<file path="src/rtl/cpu_state_dump_pkg.sv">
// cpu_dump_pkg: shared definitions for the CPU state-dump engine.
//   - section tags carried on out_tag (REG, MEM, FFT)
//   - dump FSM state encoding
//   - width of the per-record element index field
package cpu_dump_pkg;

   localparam int IDX_W = 16;

   localparam logic [1:0] TAG_REG = 2'd0;
   localparam logic [1:0] TAG_MEM = 2'd1;
   localparam logic [1:0] TAG_FFT = 2'd2;

   typedef enum logic [2:0] {
      ST_IDLE,
      ST_ISSUE,
      ST_CAPTURE,
      ST_EMIT,
      ST_DONE
   } state_t;

endpackage

</file>
<file path="src/rtl/cpu_state_dump_if.sv">
// cpu_state_dump_if: record stream from the dump engine to its consumer.
//   out_valid  record available (producer)
//   out_ready  consumer accepts (consumer)
//   out_tag    section tag of the record
//   out_index  element index within its section
//   out_data   register/memory word, or packed FFT bin
//   out_last   final record of the dump
interface cpu_state_dump_if
   import cpu_dump_pkg::*;
#(
   parameter int XLEN = 32
) ();

   logic             out_valid;
   logic             out_ready;
   logic [1:0]       out_tag;
   logic [IDX_W-1:0] out_index;
   logic [XLEN-1:0]  out_data;
   logic             out_last;

   modport master (
      output out_valid, out_tag, out_index, out_data, out_last,
      input  out_ready
   );

   modport slave (
      input  out_valid, out_tag, out_index, out_data, out_last,
      output out_ready
   );

endinterface

</file>
<file path="src/rtl/cpu_state_dump_fft_bin_select.sv">
// fft_bin_select: combinational extract of FFT bin 'bin' from the flat
// real/imag output buses, packed as {zero pad, im, re} into an XLEN word.
// Samples are copied bit-for-bit; no sign extension into the pad.
//   re_flat, im_flat  bin k occupies [k*FFT_DATA_W +: FFT_DATA_W]
//   bin               bin number to select
//   word              packed record payload
module fft_bin_select #(
   parameter int XLEN       = 32,
   parameter int FFT_N      = 8,
   parameter int FFT_DATA_W = 16
) (
   input  logic [FFT_N*FFT_DATA_W-1:0] re_flat,
   input  logic [FFT_N*FFT_DATA_W-1:0] im_flat,
   input  logic [$clog2(FFT_N)-1:0]    bin,
   output logic [XLEN-1:0]             word
);

   always_comb begin
      word                               = '0;
      word[FFT_DATA_W-1:0]               = re_flat[bin*FFT_DATA_W +: FFT_DATA_W];
      word[2*FFT_DATA_W-1:FFT_DATA_W]    = im_flat[bin*FFT_DATA_W +: FFT_DATA_W];
   end

endmodule

</file>
<file path="src/rtl/cpu_state_dump.sv">
// cpu_state_dump: on start, walks the register file, a data-memory window
// and the FFT output bins, emitting one tagged record per element.
//   clk, reset          clock; asynchronous active-low reset
//   start, sect_mask    begin a dump of the selected sections (REG/MEM/FFT)
//   abort               cancel an in-progress dump (no done pulse)
//   rf_raddr/rf_rdata   regfile debug read port (data one cycle after addr)
//   dm_raddr/dm_rdata   dmem debug read port (data one cycle after addr)
//   fft_re_flat/im_flat FFT output bins
//   dump                record stream (master side)
//   busy, done          dump in progress; one-cycle completion pulse
module cpu_state_dump
   import cpu_dump_pkg::*;
#(
   parameter int XLEN       = 32,
   parameter int NREGS      = 32,
   parameter int DMEM_WORDS = 32,
   parameter int FFT_N      = 8,
   parameter int FFT_DATA_W = 16
) (
   input  logic                          clk,
   input  logic                          reset,
   input  logic                          start,
   input  logic [2:0]                    sect_mask,
   input  logic                          abort,
   output logic [$clog2(NREGS)-1:0]      rf_raddr,
   input  logic [XLEN-1:0]               rf_rdata,
   output logic [$clog2(DMEM_WORDS)-1:0] dm_raddr,
   input  logic [XLEN-1:0]               dm_rdata,
   input  logic [FFT_N*FFT_DATA_W-1:0]   fft_re_flat,
   input  logic [FFT_N*FFT_DATA_W-1:0]   fft_im_flat,
   cpu_state_dump_if.master              dump,
   output logic                          busy,
   output logic                          done
);

   localparam int RA_W = $clog2(NREGS);
   localparam int DA_W = $clog2(DMEM_WORDS);
   localparam int FI_W = $clog2(FFT_N);

   state_t           state, state_n;
   logic [IDX_W-1:0] idx, idx_n;
   logic [1:0]       sect, sect_n;
   logic [2:0]       mask, mask_n;

   logic [XLEN-1:0]  fft_word, src;
   logic [XLEN-1:0]  data_q;
   logic [1:0]       tag_q;
   logic [IDX_W-1:0] index_q;
   logic             last_q;

   logic             sect_end;
   logic [2:0]       first_sect, next_sect;

   // Lowest enabled section at or above 'from'; result is {found, section}.
   function automatic logic [2:0] sect_from(input logic [2:0] m, input int from);
      logic [2:0] r;
      r = '0;
      for (int s = 2; s >= 0; s--) begin
         if (s >= from && m[s]) r = {1'b1, 2'(s)};
      end
      return r;
   endfunction

   function automatic logic [IDX_W-1:0] last_index(input logic [1:0] s);
      case (s)
         TAG_REG: return IDX_W'(NREGS - 1);
         TAG_MEM: return IDX_W'(DMEM_WORDS - 1);
         default: return IDX_W'(FFT_N - 1);
      endcase
   endfunction

   assign sect_end   = (idx == last_index(sect));
   assign first_sect = sect_from(sect_mask, 0);
   assign next_sect  = sect_from(mask, int'(sect) + 1);

   fft_bin_select #(
      .XLEN       (XLEN),
      .FFT_N      (FFT_N),
      .FFT_DATA_W (FFT_DATA_W)
   ) u_bin_select (
      .re_flat (fft_re_flat),
      .im_flat (fft_im_flat),
      .bin     (idx[FI_W-1:0]),
      .word    (fft_word)
   );

   // Debug read addresses are only driven while issuing; 0 otherwise.
   always_comb begin
      rf_raddr = '0;
      dm_raddr = '0;
      if (state == ST_ISSUE) begin
         if (sect == TAG_REG) rf_raddr = idx[RA_W-1:0];
         if (sect == TAG_MEM) dm_raddr = idx[DA_W-1:0];
      end
   end

   always_comb begin
      case (sect)
         TAG_REG: src = rf_rdata;
         TAG_MEM: src = dm_rdata;
         default: src = fft_word;
      endcase
   end

   always_comb begin
      state_n = state;
      idx_n   = idx;
      sect_n  = sect;
      mask_n  = mask;
      case (state)
         ST_IDLE: begin
            if (start && !abort) begin
               mask_n = sect_mask;
               idx_n  = '0;
               if (first_sect[2]) begin
                  sect_n  = first_sect[1:0];
                  state_n = ST_ISSUE;
               end else begin
                  state_n = ST_DONE;
               end
            end
         end
         ST_ISSUE:   state_n = ST_CAPTURE;
         ST_CAPTURE: state_n = ST_EMIT;
         ST_EMIT: begin
            if (dump.out_ready) begin
               if (!sect_end) begin
                  idx_n   = idx + IDX_W'(1);
                  state_n = ST_ISSUE;
               end else if (next_sect[2]) begin
                  sect_n  = next_sect[1:0];
                  idx_n   = '0;
                  state_n = ST_ISSUE;
               end else begin
                  state_n = ST_DONE;
               end
            end
         end
         ST_DONE:    state_n = ST_IDLE;
         default:    state_n = ST_IDLE;
      endcase
      if (abort && state != ST_IDLE) state_n = ST_IDLE;
   end

   always_ff @(posedge clk or negedge reset) begin
      if (!reset) begin
         state   <= ST_IDLE;
         idx     <= '0;
         sect    <= '0;
         mask    <= '0;
         data_q  <= '0;
         tag_q   <= '0;
         index_q <= '0;
         last_q  <= 1'b0;
      end else begin
         state <= state_n;
         idx   <= idx_n;
         sect  <= sect_n;
         mask  <= mask_n;
         // Record is frozen here; later source changes are not reflected.
         if (state == ST_CAPTURE) begin
            data_q  <= src;
            tag_q   <= sect;
            index_q <= idx;
            last_q  <= sect_end && !next_sect[2];
         end
      end
   end

   assign dump.out_valid = (state == ST_EMIT);
   assign dump.out_tag   = tag_q;
   assign dump.out_index = index_q;
   assign dump.out_data  = data_q;
   assign dump.out_last  = last_q;
   assign busy           = (state != ST_IDLE);
   assign done           = (state == ST_DONE);

endmodule

</file>
<file path="src/flat_wrapper.sv">
// flat-port wrapper written by rule: the top's interface ports become plain ports
module cpu_state_dump_flat import cpu_dump_pkg::*;
#(
   parameter int XLEN       = 32,
   parameter int NREGS      = 32,
   parameter int DMEM_WORDS = 32,
   parameter int FFT_N      = 8,
   parameter int FFT_DATA_W = 16
)
  (clk, reset, start, sect_mask, abort, rf_raddr, rf_rdata, dm_raddr, dm_rdata, fft_re_flat, fft_im_flat, busy, done, dump_out_valid, dump_out_tag, dump_out_index, dump_out_data, dump_out_last, dump_out_ready);
  cpu_state_dump_if #(.XLEN(XLEN)) dump_i ();
  input  logic clk;
  input  logic reset;
  input  logic start;
  input  logic [2:0] sect_mask;
  input  logic abort;
  output logic [$clog2(NREGS)-1:0] rf_raddr;
  input  logic [XLEN-1:0] rf_rdata;
  output logic [$clog2(DMEM_WORDS)-1:0] dm_raddr;
  input  logic [XLEN-1:0] dm_rdata;
  input  logic [FFT_N*FFT_DATA_W-1:0] fft_re_flat;
  input  logic [FFT_N*FFT_DATA_W-1:0] fft_im_flat;
  output logic busy;
  output logic done;
  output wire logic [$bits(dump_i.out_valid)-1:0] dump_out_valid;
  output wire logic [$bits(dump_i.out_tag)-1:0] dump_out_tag;
  output wire logic [$bits(dump_i.out_index)-1:0] dump_out_index;
  output wire logic [$bits(dump_i.out_data)-1:0] dump_out_data;
  output wire logic [$bits(dump_i.out_last)-1:0] dump_out_last;
  input wire logic [$bits(dump_i.out_ready)-1:0] dump_out_ready;
  assign dump_out_valid = dump_i.out_valid;
  assign dump_out_tag = dump_i.out_tag;
  assign dump_out_index = dump_i.out_index;
  assign dump_out_data = dump_i.out_data;
  assign dump_out_last = dump_i.out_last;
  assign dump_i.out_ready = dump_out_ready;
  cpu_state_dump #(.XLEN(XLEN), .NREGS(NREGS), .DMEM_WORDS(DMEM_WORDS), .FFT_N(FFT_N), .FFT_DATA_W(FFT_DATA_W)) u_core (.clk(clk), .reset(reset), .start(start), .sect_mask(sect_mask), .abort(abort), .rf_raddr(rf_raddr), .rf_rdata(rf_rdata), .dm_raddr(dm_raddr), .dm_rdata(dm_rdata), .fft_re_flat(fft_re_flat), .fft_im_flat(fft_im_flat), .dump(dump_i), .busy(busy), .done(done));
endmodule
</file>
<file path="config.mk">
export PLATFORM = sky130hd
export DESIGN_NAME = cpu_state_dump_flat
export DESIGN_NICKNAME = d
export VERILOG_FILES = /design/src/rtl/cpu_state_dump_pkg.sv /design/src/rtl/cpu_state_dump_if.sv /design/src/rtl/cpu_state_dump_fft_bin_select.sv /design/src/rtl/cpu_state_dump.sv /design/src/flat_wrapper.sv
export SDC_FILE = /design/constraint.sdc
export NUM_CORES = 1
export LEC_CHECK = 0
export CAP_MARGIN = 10
export CORE_AREA = 2 2 154 156
export DETAILED_ROUTE_END_ITERATION = 16
export DIE_AREA = 0 0 156 158
export GPL_TIMING_DRIVEN = 0
export HOLD_SLACK_MARGIN = 0.06
export MAX_ROUTING_LAYER = met4
export PLACE_DENSITY_LB_ADDON = 0.2
export SETUP_SLACK_MARGIN = 0.15
export SYNTH_ARGS = -nofsm -noshare
export SYNTH_HDL_FRONTEND = slang
export SYNTH_SLANG_ARGS = --single-unit
</file>
<file path="constraint.sdc">
create_clock -name clk -period 2.7 [get_ports clk]
set_input_delay 0.54 -clock clk [delete_from_list [all_inputs] [get_ports clk]]
set_output_delay 0.54 -clock clk [all_outputs]
set_load 0.005 [all_outputs]
</file>
==> flow_summary.toml <==
[run_status]
status = "finished clean"

[sta]
setup_viol = 0
fmax_mhz = 408
period_share = 0.907
maxSlewViolCount = 0
rsz0062_at_grt = "no"
clock_skew_ns = 0.00618
hold_violations = 0
slew_headroom = 0.506
worst-slew-pin-transition_ns = 0.741
setup_ws_ns = 0.251
period_needed_ns = 2.45

[placement]
portBuffers = 391
globalplace.congestion = 0.834
placedInstanceArea_mm2 = 0.0103
hpwl_um = 22400
preCtsSetupSlack_ns = -0.0978

[run]
maxCapViolCount = 0

[cts]
clock_tree.root_cell = "clkbuf_16"
worstSkewPairLatency_ns = 0.34
cts_tree = "built"
numCtsBuffers = 9
cts_max_level = 3
cts_buffer_depth = 2
numClockSinks = 74
ctsHoldBuffers = 0
clk_pin_slew_ns = 0.06

[synth]
yosysSeqAreaShare = 0.309
syn_area_per_cell_um2 = 10.9
synth-edff-count = 0
synth_fp_nets = 880
ys.flop_type = "dfrtp_1"
synth_top_area_frac = 0.309
yosysTopAreaCell = "dfrtp_1"
synth_cells = 551
yosys-top-cells-area = "dfrtp_1 (31%), mux4_2 (24%), mux2_2 (9.4%), o21ai_0 (6.5%), mux2i_1 (6.0%)"
synth-seq-cells = 74
synthesis.area_mm2 = 0.00600
ys_async_sr_fraction = 1.00
synth.distinct_cells = 55
yosysWarnings = 0

[detailed_routing]
wl_met1_um = 10600
drcViolationCount = 0
drt-initial-drc-count = 240
wire_per_inst_um = 21.3
antenna_left = 0
num_vias = 6097
wl_met3_um = 1400
route.met2.wl_um = 14300
vias_per_cell = 4.87
finalWirelength_um = 26600
top_layer = "met4"
drt_pass1_iterations = 4

[floorplanning]
fp.coreArea_mm2 = 0.0231
dieHeight_um = 158
initial_utilization = 0.260
io_pins = 392
die_x_um = 156
rows = 56
die-area_mm2 = 0.0246

[grt]
grt_pass1_wl_um = 38400
grt_pass1_vias = 6349
grt_start_max_net_pins = 41
overflow = 0
grt.total_usage = 0.218
antenna_found_initial = 1

[setup_path]
path_class = "flip-flop to output pin"
crit_start = "u_core.sect[0]"
reg2reg_depth = 7
rr_endpoint = "u_core.dump.out_data[7]"
crit_path_end = "rf_raddr[1]"
cp_data_required_time_ns = 2.16
crit_path_max_fanout = 19
worstPathArrival_ns = 1.91
worst_setup_path_start_kind = "flip-flop"
critPathCaptureType = "output pin"
reg2reg_slack_ns = 0.51
reg2reg_from = "u_core.idx[0]"

[final_layout]
nNetsFinal = 1285
fillers = 2218
final_cell_area_mm2 = 0.0107
drive_gt1_frac = 0.197
syn_to_final_growth_pct = 77.5

[power]
ir_drop_v = 0.000295
power_density_mw_per_mm2 = 588
power.leakage_nw = 4.04

[min_path]
hold_class = "primary input to async pin"
## synth_stat cells (2+ instances only)
cell,count
nor3_1,8
nand2_1,90
inv_1,4
mux2i_1,36
clkbuf_1,16
nand2b_1,3
buf_2,22
a21boi_0,2
o311ai_0,2
o21ai_2,5
buf_1,6
and3_1,6
a22o_2,2
mux2_4,2
a21oi_1,4
nand4_1,4
buf_6,4
and2_1,10
o21ai_0,78
dfrtp_1,74
nand3_1,11
mux2_2,50
nor2_1,14
or4_1,2
nor4_1,3
mux4_2,64
## flip-flops by register name, indices dropped and copies added (netlist names)
signal                 cells
u_core.mask                2
u_core.dump.out_index     16
u_core.dump.out_data      32
u_core.idx                16
u_core.sect                2
u_core.state               3
u_core.dump.out_tag        2
u_core.dump.out_last       1
## power breakdown
| part | leakage [nW] | switching (W) | internal (W) |
|---|---|---|---|
| registers | 0.967 | 0.000164 | 0.00142 |
| logic | 2.94 | 0.00154 | 0.00202 |
| clock network | 0.128 | 0.000496 | 0.000618 |
## worst min path at each step
| stage | slack, ns | endpoint | cells after the start |
|---|---|---|---|
| after floorplan | 0.24 | u_core.dump.out_data[0] | 0 |
| after detailed placement | 0.47 | u_core.dump.out_data[22] | 2 |
| after global routing | 0.17 | u_core.dump.out_index[0] | 1 |
| final | 0.15 | u_core.dump.out_index[0] | 1 |
| after global placement | 0.46 | u_core.dump.out_data[22] | 2 |
| after CTS | 0.16 | u_core.dump.out_index[0] | 1 |
## cells in the final DEF, fill, tap and decap left out, types with 3 or more instances in the layout
cell / synthesis / routed
o21ai_2: 5 / 5
buf_2: 22 / 16
mux2i_1: 36 / 36
clkdlybuf4s50_1: 0 / 386
a21oi_1: 4 / 4
mux2_2: 50 / 50
buf_6: 4 / 7
clkbuf_16: 0 / 9
dlymetal6s2s_1: 0 / 4
buf_4: 1 / 5
nand3_1: 11 / 11
nand4_1: 4 / 4
and2_1: 10 / 10
nand2b_1: 3 / 3
mux4_2: 64 / 64
nor2_1: 14 / 13
clkbuf_1: 16 / 16
nor4_1: 3 / 3
inv_1: 4 / 4
nand2_1: 90 / 90
and3_1: 6 / 6
o21ai_0: 78 / 78
dfrtp_1: 74 / 74
nor3_1: 8 / 8
buf_1: 6 / 5
## layout make-up
cell class / count / area [µm²] / share of cell area
Clock inverter: 6 / 42.5 / 0.00399
Sequential cell: 74 / 1850 / 0.174
Multi-Input combinational cell: 423 / 3910 / 0.367
Clock buffer: 9 / 225 / 0.0211
Timing Repair Buffer: 395 / 3960 / 0.372
Inverter: 5 / 18.8 / 0.00176
Tap cell: 290 / 363 / 0.0341
Buffer: 48 / 275 / 0.0258
Antenna cell: 1 / 2.50 / 0.000235
## stage by stage
step	utilization	hold WS (ns)	TNS, ns	cells	total power (W)
floorplan	-	0.244	0	551	0.00343
global placement	0.446	0.461	-128.62	1232	0.00514
detailed placement	0.447	0.469	-0.466	1233	0.00517
CTS	0.460	0.156	0	1248	0.00636
global route	0.462	0.175	0	1251	0.00671
finish	0.462	0.154	0	1251	0.00626
## timing repair
action                     CTS  global route
setup buffers                1             2
pin swaps                    1             6
resized for setup            8            11
setup endpoints to repair   10            10
cloned                       0             0
## cell families after synthesis
logic type,Yosys count,synth area share
adder cells (fa/ha/maj),1,0.00208
XOR/XNOR,1,0.00146
flip-flops,74,0.309
multiplexers,152,0.399
AO/OA/AOI/OAI,104,0.107
buffers and inverters,54,0.0440
AND/OR/NAND/NOR,165,0.138
## worst max-delay path, cell delays in order, from the launching register on
cell,delay (ns)
dfrtp_1,0.38
buf_8,0.18
nor4bb_4,0.34
and2_1,0.17
clkdlybuf4s50_1,0.49
## routing by layer
metal | up-vias | GRT usage
li1 | 2891 | -
met1 | 2991 | 0.253
met2 | 196 | 0.388
met3 | 19 | 0.0487
met4 | 0 | 0.0476
met5 | - | -
Power figures use the tool's default switching activity.
